==> config.mk <==
export PLATFORM = sky130hd
export DESIGN_NAME = jtshouse_mmr_loader
export DESIGN_NICKNAME = d
export VERILOG_FILES = /design/src/rtl/jtshouse_mmr_pkg.sv /design/src/rtl/jtshouse_mmr_fifo.sv /design/src/rtl/jtshouse_mmr_loader.sv
export SDC_FILE = /design/constraint.sdc
export NUM_CORES = 1
export LEC_CHECK = 0
export BUFFER_PORTS_ARGS = -buffer_cell sky130_fd_sc_hd__clkbuf_2
export CORE_ASPECT_RATIO = 0.7
export CORE_MARGIN = 2
export CORE_UTILIZATION = 50
export CTS_BUF_LIST = sky130_fd_sc_hd__clkbuf_16
export DETAILED_ROUTE_END_ITERATION = 7
export PLACE_DENSITY = 0.75
export RECOVER_POWER = 25
export SYNTH_ARGS = -nofsm -noshare
export SYNTH_HDL_FRONTEND = slang
export SYNTH_HIERARCHICAL = 1
export SYNTH_SLANG_ARGS = --single-unit
==> constraint.sdc <==
create_clock -name clk -period 6.7 [get_ports clk]
set_input_delay 0.67 -clock clk [delete_from_list [all_inputs] [get_ports clk]]
set_output_delay 0.67 -clock clk [all_outputs]
set_load 0.05 [all_outputs]
==> src/rtl/jtshouse_mmr_pkg.sv <==
// Shared types for the scroll MMR restore loader.
//   MMR_SIZE / MMR_AW : register file size and index width
//   ld_state_t        : loader FSM states
//   mmr_entry_t       : one buffered restore byte {index, data}
package jtshouse_mmr_pkg;

   localparam int MMR_SIZE = 32;
   localparam int MMR_AW   = 5;

   typedef enum logic [1:0] {
      ST_IDLE,
      ST_WRITE,
      ST_VERIFY,
      ST_CHECK
   } ld_state_t;

   typedef struct packed {
      logic [MMR_AW-1:0] idx;
      logic [7:0]        data;
   } mmr_entry_t;

endpackage

==> src/rtl/jtshouse_mmr_fifo.sv <==
// Small synchronous FIFO of restore entries.
//   clk, rst_n : clock, synchronous active-low reset (empties the FIFO)
//   push, din  : write request and entry; ignored when full unless popping too
//   pop        : remove head (ignored when empty)
//   dout       : current head entry (valid while !empty)
//   full, empty, level : occupancy flags and count
module jtshouse_mmr_fifo
   import jtshouse_mmr_pkg::*;
#(
   parameter int AW = 2
) (
   input  logic        clk,
   input  logic        rst_n,
   input  logic        push,
   input  mmr_entry_t  din,
   input  logic        pop,
   output mmr_entry_t  dout,
   output logic        full,
   output logic        empty,
   output logic [AW:0] level
);

   localparam int DEPTH = 1 << AW;

   mmr_entry_t    mem [DEPTH];
   logic [AW-1:0] wr_ptr;
   logic [AW-1:0] rd_ptr;
   logic [AW:0]   cnt;
   logic          do_push;
   logic          do_pop;

   assign empty   = (cnt == '0);
   assign full    = (cnt == (AW+1)'(DEPTH));
   assign level   = cnt;
   assign dout    = mem[rd_ptr];
   assign do_pop  = pop & ~empty;
   // A pop in the same cycle frees the slot, so a full FIFO still accepts.
   assign do_push = push & (~full | do_pop);

   // NOTE: sequential state uses non-blocking assignments so every register
   // samples pre-edge values regardless of block ordering.
   always_ff @(posedge clk) begin
      if (!rst_n) begin
         wr_ptr <= '0;
         rd_ptr <= '0;
         cnt    <= '0;
      end else begin
         if (do_push) wr_ptr <= wr_ptr + 1'b1;
         if (do_pop)  rd_ptr <= rd_ptr + 1'b1;
         case ({do_push, do_pop})
            2'b10:   cnt <= cnt + 1'b1;
            2'b01:   cnt <= cnt - 1'b1;
            default: ;
         endcase
      end
   end

   // NOTE: storage is not reset; the pointers and count alone define validity,
   // and leaving the array out of reset lets it map onto plain RAM/flops.
   always_ff @(posedge clk) begin
      if (do_push) mem[wr_ptr] <= din;
   end

endmodule

==> src/rtl/jtshouse_mmr_loader.sv <==
// Restore-side writer for the scroll MMR register file.
// Captures ioctl download bytes in the MMR window, buffers them and writes
// them into the MMR over the CPU-side bus, optionally reading each back.
//   clk, rst_n          : clock, synchronous active-low reset
//   ioctl_ram/wr/addr/dout : restore download stream
//   cpu_cs/addr/rnw/din : CPU bus (always has priority); cpu_dout = mmr_dout
//   mmr_cs/addr/rnw/din : muxed bus to the MMR; mmr_dout is its read data
//   busy  : work pending;  done : window closed and drained (sticky)
//   ovf   : byte dropped on full FIFO (sticky);  mism : saturating mismatch count
module jtshouse_mmr_loader
   import jtshouse_mmr_pkg::*;
#(
   parameter int BASE    = 0,
   parameter int SIZE    = 32,
   parameter int FIFO_AW = 2,
   parameter int VERIFY  = 1
) (
   input  logic              clk,
   input  logic              rst_n,
   input  logic              ioctl_ram,
   input  logic              ioctl_wr,
   input  logic [25:0]       ioctl_addr,
   input  logic [7:0]        ioctl_dout,
   input  logic              cpu_cs,
   input  logic [MMR_AW-1:0] cpu_addr,
   input  logic              cpu_rnw,
   input  logic [7:0]        cpu_din,
   output logic [7:0]        cpu_dout,
   output logic              mmr_cs,
   output logic [MMR_AW-1:0] mmr_addr,
   output logic              mmr_rnw,
   output logic [7:0]        mmr_din,
   input  logic [7:0]        mmr_dout,
   output logic              busy,
   output logic              done,
   output logic              ovf,
   output logic [7:0]        mism
);

   localparam logic [FIFO_AW:0] LEVEL_ONE = 1;

   ld_state_t         state;
   mmr_entry_t        lat;
   mmr_entry_t        head;
   mmr_entry_t        push_entry;
   logic              ram_q;
   logic [25:0]       rel;
   logic              capture;
   logic              fifo_pop;
   logic              fifo_full;
   logic              fifo_empty;
   logic [FIFO_AW:0]  fifo_level;
   logic              ovf_evt;
   logic              more;
   logic              ld_cs;
   logic              ld_rnw;
   logic [MMR_AW-1:0] ld_addr;
   logic [7:0]        ld_din;

   // Offset into the MMR image; addresses below BASE wrap to huge values and
   // fall out of range, so one unsigned compare covers both bounds.
   assign rel        = ioctl_addr - 26'(BASE);
   assign capture    = ioctl_wr & ioctl_ram & (rel < 26'(SIZE));
   assign push_entry = '{idx: rel[MMR_AW-1:0], data: ioctl_dout};
   assign fifo_pop   = (state == ST_WRITE) & ~cpu_cs;
   assign ovf_evt    = capture & fifo_full & ~fifo_pop;
   // Without readback the loader can chain writes while entries remain.
   assign more       = (fifo_level > LEVEL_ONE) | capture;

   jtshouse_mmr_fifo #(.AW(FIFO_AW)) u_fifo (
      .clk   (clk),
      .rst_n (rst_n),
      .push  (capture),
      .din   (push_entry),
      .pop   (fifo_pop),
      .dout  (head),
      .full  (fifo_full),
      .empty (fifo_empty),
      .level (fifo_level)
   );

   // NOTE: every output of a combinational block gets a default first so no
   // path leaves it unassigned, which would infer a latch.
   always_comb begin
      ld_cs   = 1'b0;
      ld_rnw  = 1'b0;
      ld_addr = '0;
      ld_din  = '0;
      case (state)
         ST_WRITE: begin
            ld_cs   = 1'b1;
            ld_addr = head.idx;
            ld_din  = head.data;
         end
         ST_VERIFY: begin
            ld_cs   = 1'b1;
            ld_rnw  = 1'b1;
            ld_addr = lat.idx;
         end
         default: ;
      endcase
   end

   always_comb begin
      if (cpu_cs) begin
         mmr_cs   = cpu_cs;
         mmr_addr = cpu_addr;
         mmr_rnw  = cpu_rnw;
         mmr_din  = cpu_din;
      end else begin
         mmr_cs   = ld_cs;
         mmr_addr = ld_addr;
         mmr_rnw  = ld_rnw;
         mmr_din  = ld_din;
      end
   end

   assign cpu_dout = mmr_dout;
   assign busy     = ~fifo_empty | (state != ST_IDLE);

   always_ff @(posedge clk) begin
      if (!rst_n) begin
         state <= ST_IDLE;
         lat   <= '0;
         ram_q <= 1'b0;
         done  <= 1'b0;
         ovf   <= 1'b0;
         mism  <= '0;
      end else begin
         ram_q <= ioctl_ram;
         case (state)
            ST_IDLE:
               if (!fifo_empty) state <= ST_WRITE;
            ST_WRITE:
               // A CPU access steals the bus; retry with the head still queued.
               if (!cpu_cs) begin
                  lat <= head;
                  if (VERIFY != 0) state <= ST_VERIFY;
                  else if (more)   state <= ST_WRITE;
                  else             state <= ST_IDLE;
               end
            ST_VERIFY:
               if (!cpu_cs) state <= ST_CHECK;
            ST_CHECK: begin
               // mmr_dout now holds the registered read issued in VERIFY.
               if (mmr_dout != lat.data && mism != 8'hFF) mism <= mism + 8'd1;
               state <= ST_IDLE;
            end
            default:
               state <= ST_IDLE;
         endcase

         // A new restore window starts fresh status; the FIFO is kept.
         if (ioctl_ram && !ram_q) begin
            done <= 1'b0;
            ovf  <= 1'b0;
            mism <= '0;
         end
         if (ovf_evt) ovf <= 1'b1;
         if (!ioctl_ram && fifo_empty && state == ST_IDLE) done <= 1'b1;
      end
   end

endmodule

==> Flow_metrics.wiki, run 1 <==
{| class="wikitable"
! Metric !! Value
|-
| Synthesized area divided by synthesized cell count || 12.13 um^2
|-
| Max-capacitance violation count || 0
|-
| Via count of the first global-routing pass || 2484
|-
| Final period util || 48.19%
|-
| Number of gates given a new drive strength after cts || 0
|-
| Sequential Area || 2262 um^2
|-
| Worst IR Drop VDD || 148.4 uV
|-
| Ant diodes || 0
|-
| Detailed placer's ending HPWL || 5670 um
|-
| Port-buffer cells || 94
|-
| Critical path buffers and inverters || 2
|-
| Maximum number of pins on one net before global-route repair || 19
|-
| Post-synthesis sequential element count || 87
|-
| Fraction of registers with async set or reset after synthesis || 0%
|-
| Result of the run || finished, final reports clean
|-
| Most frequently used flop master after synthesis || sky130_fd_sc_hd__edfxtp_1
|-
| Placed Area || 4375 um^2
|-
| Setup repair after global routing missed its margin || false
|-
| Overall via count from detail_route || 2626
|-
| CTS tree || yes
|-
| Rel. slew slack || 38.71%
|-
| Family of cells with the greatest summed delay on the critical path || simple AND/OR/NAND/NOR gates
|-
| Synthesized Nets || 392
|-
| Worst-Margin Slew || 0.9123 ns
|-
| Worst hold-check path type || flop to flop
|-
| Pleak || 1.795 nW
|-
| Vertical die dimension || 77.85 um
|-
| Distinct cell type count of the synthesized netlist || 47
|-
| Area of the mapped netlist || 3895 um^2
|-
| Number of clock sinks || 87
|-
| Buffers from clock root to sink, at most || 2
|-
| Share of synthesized area occupied by flip-flops and latches || 58.08%
|-
| Share of layout cells above drive strength 1 || 28.57%
|-
| GRT met1 Usage || 26.35%
|-
| Drt total wl || 7738 um
|-
| Number of instances in the synthesized netlist || 321
|-
| Maximum fanout along the worst path || 18
|-
| Leading cell type by number of instances after synthesis || sky130_fd_sc_hd__nand2_1
|-
| Global-route wire length before repair || 12280 um
|-
| Hold buffer count at cts || 0
|-
| Number of H-tree levels || 3
|-
| Most used routing layer || met2
|-
| Sum of overflow across all layers after global routing || 0
|-
| Starting density of the core || 52.51%
|-
| Horizontal extent of the die || 109.5 um
|-
| Count of final max-slew check failures || 0
|-
| Most frequent cells after synthesis || 60 x sky130_fd_sc_hd__nand2_1, 52 x sky130_fd_sc_hd__edfxtp_1, 35 x sky130_fd_sc_hd__dfxtp_1
|-
| Antenna violations before repair || 0
|-
| Sort of element at the end of the critical path || flop
|-
| Post-CTS Setup Repair Bufs || 0
|-
| Number of nets still failing antenna checks after routing || 0
|-
| Clock latency on the worst-skew pair || 0.33 ns
|-
| Data required time at the worst endpoint || 6.96 ns
|-
| Average wire per cell in the routed design || 15.14 um
|-
| Power density relative to cell area || 259.5 nW/um^2
|-
| Portion of synthesized cell area occupied by the leading cell type || 40.09%
|-
| Number of clock buffers inserted by TritonCTS || 9
|-
| Weighted congestion reported at the end of routability-driven placement || 0.8158
|-
| Die footprint || 8523 um^2
|-
| Critical path startpoint category || flop
|-
| Setup TNS Final || 0 ns
|-
| Grt met2 use || 29.26%
|-
| Vias/cell || 5.139
|-
| Worst path arrival time || 3.49 ns
|-
| Stage delay of the slowest cell on the critical path || 0.52 ns
|-
| Final nets || 479
|-
| Cell types occupying the most area after synthesis || sky130_fd_sc_hd__edfxtp_1 40%, sky130_fd_sc_hd__dfxtp_1 18%, sky130_fd_sc_hd__mux4_2 7.5%, sky130_fd_sc_hd__nand2_1 5.8%, sky130_fd_sc_hd__ha_1 2.9%
|-
| Critical Path, Cell by Cell || inv_1 > ha_1 > nand2b_1 > inv_1 > o31a_1 > or2b_1 > fa_1 > nand2b_1 > o31ai_1 > mux2i_1
|-
| Yosys top cell by area || sky130_fd_sc_hd__edfxtp_1
|-
| Global Route met3 Usage || 5.546%
|-
| Cell chosen for the clock root || sky130_fd_sc_hd__clkbuf_16
|-
| Number of hold violations in the final report || 0
|-
| Number of enable flip-flop cells after synthesis || 52
|-
| Initial detailed-routing violation count || 192
|-
| P&R area growth vs syn || 19.50%
|-
| Setup violation total in the final timing report || 0
|-
| Final design utilization || 62.75%
|-
| Standard cell with the maximum stage delay on the critical path || sky130_fd_sc_hd__inv_1
|-
| Remaining DRCs || 0
|-
| Multi-input gate area || 1479 um^2
|-
| Final critical delay including setup and external delays || 3.229 ns
|-
| Standard cell core area || 7417 um^2
|-
| Peak clock frequency supported by timing || 309.7 MHz
|-
| Clock input transition at the sequential cells of the worst setup and hold paths || 0.06 ns
|-
| Total non-filler cell area in the finished layout || 4654 um^2
|-
| Row Count || 26
|-
| Kind of critical path || flop to flop
|-
| Number of top-level pins || 95
|-
| Worst Skew || 0.008530 ns
|-
| Global routing usage summed across all routing layers || 19.43%
|-
| Synthesis Warnings || 6
|-
| Final-layout fill cell count || 592
|-
| Number of detailed-routing iterations run before antenna repair || 4
|}
[cell families (layout without fill, tap and decap cells)]
logic type	after synthesis	after routing	share of synthesized area, %
simple gates	112	112	14.23
compound gates	50	50	8.192
mux	16	16	8.320
fa+ha+maj	10	10	3.405
buf+inv	29	121	3.951
xor+xnor	17	17	3.823
flops	87	87	58.08
[worst reg2reg max path, stage by stage, from the launching register on]
cell and delay [ns]:
sky130_fd_sc_hd__dfxtp_1 0.34, sky130_fd_sc_hd__inv_1 0.09, sky130_fd_sc_hd__ha_1 0.28, sky130_fd_sc_hd__nand2b_1 0.36, sky130_fd_sc_hd__inv_1 0.52, sky130_fd_sc_hd__o31a_1 0.32
sky130_fd_sc_hd__or2b_1 0.26, sky130_fd_sc_hd__fa_1 0.37, sky130_fd_sc_hd__nand2b_1 0.15, sky130_fd_sc_hd__o31ai_1 0.27, sky130_fd_sc_hd__mux2i_1 0.21
[worst paths after layout]
path	slack, ns	from	to	cells after the start
worst max-delay path	3.47	state[1]$_SDFFE_PN0P_	u_fifo/level[2]$_SDFFE_PN0P_	10
worst min-delay path	0.46	lat[10]$_SDFFE_PN0P_	lat[10]$_SDFFE_PN0P_	2
worst max register to register	3.47	state[1]$_SDFFE_PN0P_	u_fifo/level[2]$_SDFFE_PN0P_	10
worst min register to register	0.46	lat[10]$_SDFFE_PN0P_	lat[10]$_SDFFE_PN0P_	2
[flip-flops by register name (all words and copies together) (netlist names), named ones only]
| name | cells |
|---|---|
| u_fifo/mem | 52 |
| lat | 13 |
| mism | 8 |
| u_fifo/level | 3 |
| state | 2 |
| u_fifo/rd_ptr | 2 |
| u_fifo/wr_ptr | 2 |
| done | 1 |
| ovf | 1 |
| ram_q | 1 |
[stage by stage]
stage	power, mW	hold WS, ns	worst slack [ns]	std cells
after floorplan	0.6969	0.4368	3.830	321
after global placement	0.7363	0.4419	3.257	495
after detailed placement	0.7397	0.4496	3.176	495
after CTS	1.220	0.4576	3.485	511
after global routing	1.258	0.4692	3.175	511
final	1.208	0.4567	3.471	511
[power by group]
part           switching [mW]  total, mW  internal, mW
clock network           0.193      0.480         0.286
registers             0.00559      0.580         0.575
logic                   0.107      0.148        0.0412
total                   0.306       1.21         0.902
[metal layers]
metal | wire length, um | vias up
met3 | 378 | 8
met5 | 0 | -
li1 | - | 1321
met2 | 3573 | 72
met4 | 89 | 0
met1 | 3696 | 1225
[placed cells by master, fill, tap and decap left out, types with 4 or more instances in the layout]
cell                        instances
sky130_fd_sc_hd__clkbuf_2          83
sky130_fd_sc_hd__nand2_1           60
sky130_fd_sc_hd__edfxtp_1          52
sky130_fd_sc_hd__dfxtp_1           35
sky130_fd_sc_hd__a21oi_1           17
sky130_fd_sc_hd__inv_1             13
sky130_fd_sc_hd__nor2_1            13
sky130_fd_sc_hd__mux4_2            13
sky130_fd_sc_hd__xor2_1            11
sky130_fd_sc_hd__clkbuf_1          11
sky130_fd_sc_hd__and2_1            10
sky130_fd_sc_hd__o21ai_0            9
sky130_fd_sc_hd__ha_1               9
sky130_fd_sc_hd__clkbuf_16          9
sky130_fd_sc_hd__xnor2_1            6
sky130_fd_sc_hd__a22oi_1            5
sky130_fd_sc_hd__nand3_1            5
sky130_fd_sc_hd__nor4_1             4
sky130_fd_sc_hd__nor3_1             4
[cell type report]
cell class              instances  area share, %
flip-flops and latches         87          48.60
multi-input cells             205          31.77
repair buffers                 94          9.812
clock buffers                   9          4.839
well taps                      98          2.634
clock inverters                 7          1.452
inverters                      11         0.8871
(Power assumes the default switching activity.)
==> run 2, diff against run 1 <==
==> constraint.sdc (replaced) <==
create_clock -name clk -period 3.1 [get_ports clk]
set_input_delay 0.31 -clock clk [delete_from_list [all_inputs] [get_ports clk]]
set_output_delay 0.31 -clock clk [all_outputs]
set_load 0.05 [all_outputs]
==> Flow_metrics.wiki, run 2 (synthesis results as in run 1) <==
{| class="wikitable"
! Metric !! Value
|-
| Overall via count from detail_route || 2677
|-
| Worst-Margin Slew || 0.6661 ns
|-
| Peak clock frequency supported by timing || 383.4 MHz
|-
| Starting density of the core || 52.51%
|-
| Worst Skew || 0.008502 ns
|-
| Worst path arrival time || 2.30 ns
|-
| Row Count || 26
|-
| Setup repair after global routing missed its margin || false
|-
| Maximum fanout along the worst path || 10
|-
| Worst hold-check path type || input pin to flop
|-
| Critical path startpoint category || flop
|-
| Setup violation total in the final timing report || 0
|-
| Number of detailed-routing iterations run before antenna repair || 4
|-
| Worst setup margin || 0.4916 ns
|-
| Post-layout total power || 2.633 mW
|-
| Clock input transition at the sequential cells of the worst setup and hold paths || 0.06 ns
|-
| Cell chosen for the clock root || sky130_fd_sc_hd__clkbuf_16
|-
| Pleak || 1.812 nW
|-
| Vertical die dimension || 77.85 um
|-
| Sum of overflow across all layers after global routing || 0
|-
| Buffers from clock root to sink, at most || 2
|-
| Antenna violations before repair || 0
|-
| Clock latency on the worst-skew pair || 0.34 ns
|-
| Result of the run || finished, final reports clean
|-
| Port-buffer cells || 94
|-
| Cell count after placement || 499
|-
| Most common library cell in the layout ignoring fill and taps || sky130_fd_sc_hd__clkbuf_2
|-
| Multi-input gate area || 1479 um^2
|-
| Final-layout fill cell count || 599
|-
| Detailed placer's ending HPWL || 5782 um
|-
| Place WS || 0.6010 ns
|-
| Standard cell core area || 7417 um^2
|-
| Initial detailed-routing violation count || 156
|-
| Sequential Area || 2262 um^2
|-
| CTS tree || yes
|-
| Final nets || 483
|-
| Post-CTS Setup Repair Bufs || 0
|-
| Final critical delay including setup and external delays || 2.608 ns
|-
| Number of gates given a new drive strength after cts || 0
|-
| Most flops, register || u_fifo/mem
|-
| Number of flip-flops in the largest register || 52
|-
| Largest regs || u_fifo/mem x52, lat x13, mism x8
|-
| Data required time at the worst endpoint || 2.79 ns
|-
| Hold buffer count at cts || 0
|-
| Number of H-tree levels || 3
|-
| Remaining DRCs || 0
|-
| Worst IR Drop VDD || 426.7 uV
|-
| Worst hold-check slack || 0.2187 ns
|-
| P&R area growth vs syn || 20.37%
|-
| Number of hold violations in the final report || 0
|-
| Global routing usage summed across all routing layers || 19.46%
|-
| Number of clock buffers inserted by TritonCTS || 9
|-
| Max-capacitance violation count || 0
|-
| Non-filler cells in the finished layout || 515
|-
| Kind of critical path || flop to output pin
|-
| Count of final max-slew check failures || 0
|-
| Via count of the first global-routing pass || 2589
|-
| Horizontal extent of the die || 109.5 um
|-
| Average wire per cell in the routed design || 15.03 um
|-
| Rel. slew slack || 55.59%
|-
| Number of clock sinks || 87
|-
| Maximum number of pins on one net before global-route repair || 19
|-
| Vias/cell || 5.198
|-
| Ant diodes || 0
|-
| Most frequent cells in the layout || 83 x sky130_fd_sc_hd__clkbuf_2, 60 x sky130_fd_sc_hd__nand2_1, 52 x sky130_fd_sc_hd__edfxtp_1
|-
| Setup TNS Final || 0 ns
|-
| Share of layout cells above drive strength 1 || 29.50%
|-
| Global-route wire length before repair || 12250 um
|-
| Weighted congestion reported at the end of routability-driven placement || 0.8360
|-
| Die footprint || 8523 um^2
|-
| Sort of element at the end of the critical path || output pin
|-
| Drt total wl || 7738 um
|-
| Number of top-level pins || 95
|-
| Number of nets still failing antenna checks after routing || 0
|-
| Power density relative to cell area || 561.7 nW/um^2
|-
| Final period util || 84.14%
|}
==> run 2: cell count changes in the layout (fill, tap and decap cells not counted), sizes merged <==
cell      delta
clkinvlp     +1
clkinv       -2
buf          +4
inv          +1
==> run 2: per-stage QoR <==
| step | area, um^2 | utilization (%) |
|---|---|---|
| 3_3_place_gp | 4405 | 59.40 |
| 6_report | 4688 | 63.21 |
| 3_5_place_dp | 4405 | 59.40 |
| 5_1_grt | 4688 | 63.21 |
| 2_1_floorplan | 3895 | - |
| 4_1_cts | 4702 | 63.39 |
==> run 2: critical path, cell delays in order (launching register included) <==
cell	delay [ns]
sky130_fd_sc_hd__dfxtp_1	0.73
sky130_fd_sc_hd__buf_4	0.27
sky130_fd_sc_hd__mux4_2	0.52
sky130_fd_sc_hd__nand2_1	0.14
sky130_fd_sc_hd__nand2_1	0.07
sky130_fd_sc_hd__clkbuf_2	0.23
==> run 2: power breakdown <==
group          leakage [nW]  switching [mW]  total, mW  internal [mW]
logic                 0.917           0.232      0.326         0.0937
clock network         0.145           0.429       1.05          0.625
registers             0.750          0.0124       1.25           1.24
total                  1.81           0.673       2.63           1.96
==> run 2: area by class of cell <==
class                           count  share of cell area [%]
Tap cell                           98                   2.615
Clock inverter                      7                   1.521
Multi-Input combinational cell    205                   31.55
Inverter                           11                  0.8807
Timing Repair Buffer               98                   10.38
Clock buffer                        9                   4.804
Sequential cell                    87                   48.25
==> run 2: final timing paths <==
kind,from,to,slack (ns),cells after the start
worst max-delay path,flop,mmr_din[0],0.49,5
worst min-delay path,ioctl_addr[2],u_fifo/mem[3][10]$_DFFE_PP_,0.22,1
worst max register to register,state[1]$_SDFFE_PN0P_,u_fifo/level[2]$_SDFFE_PN0P_,0.56,10
worst min register to register,lat[12]$_SDFFE_PN0P_,lat[12]$_SDFFE_PN0P_,0.46,2
==> run 2: per-layer routing <==
metal	track usage [%]	share of wire (%)	vias to the layer above
li1	-	-	1335
met1	25.11	46	1241
met5	0	0	-
met3	7.479	7.3	7
met2	30.12	46	94
met4	6.456	0.96	0
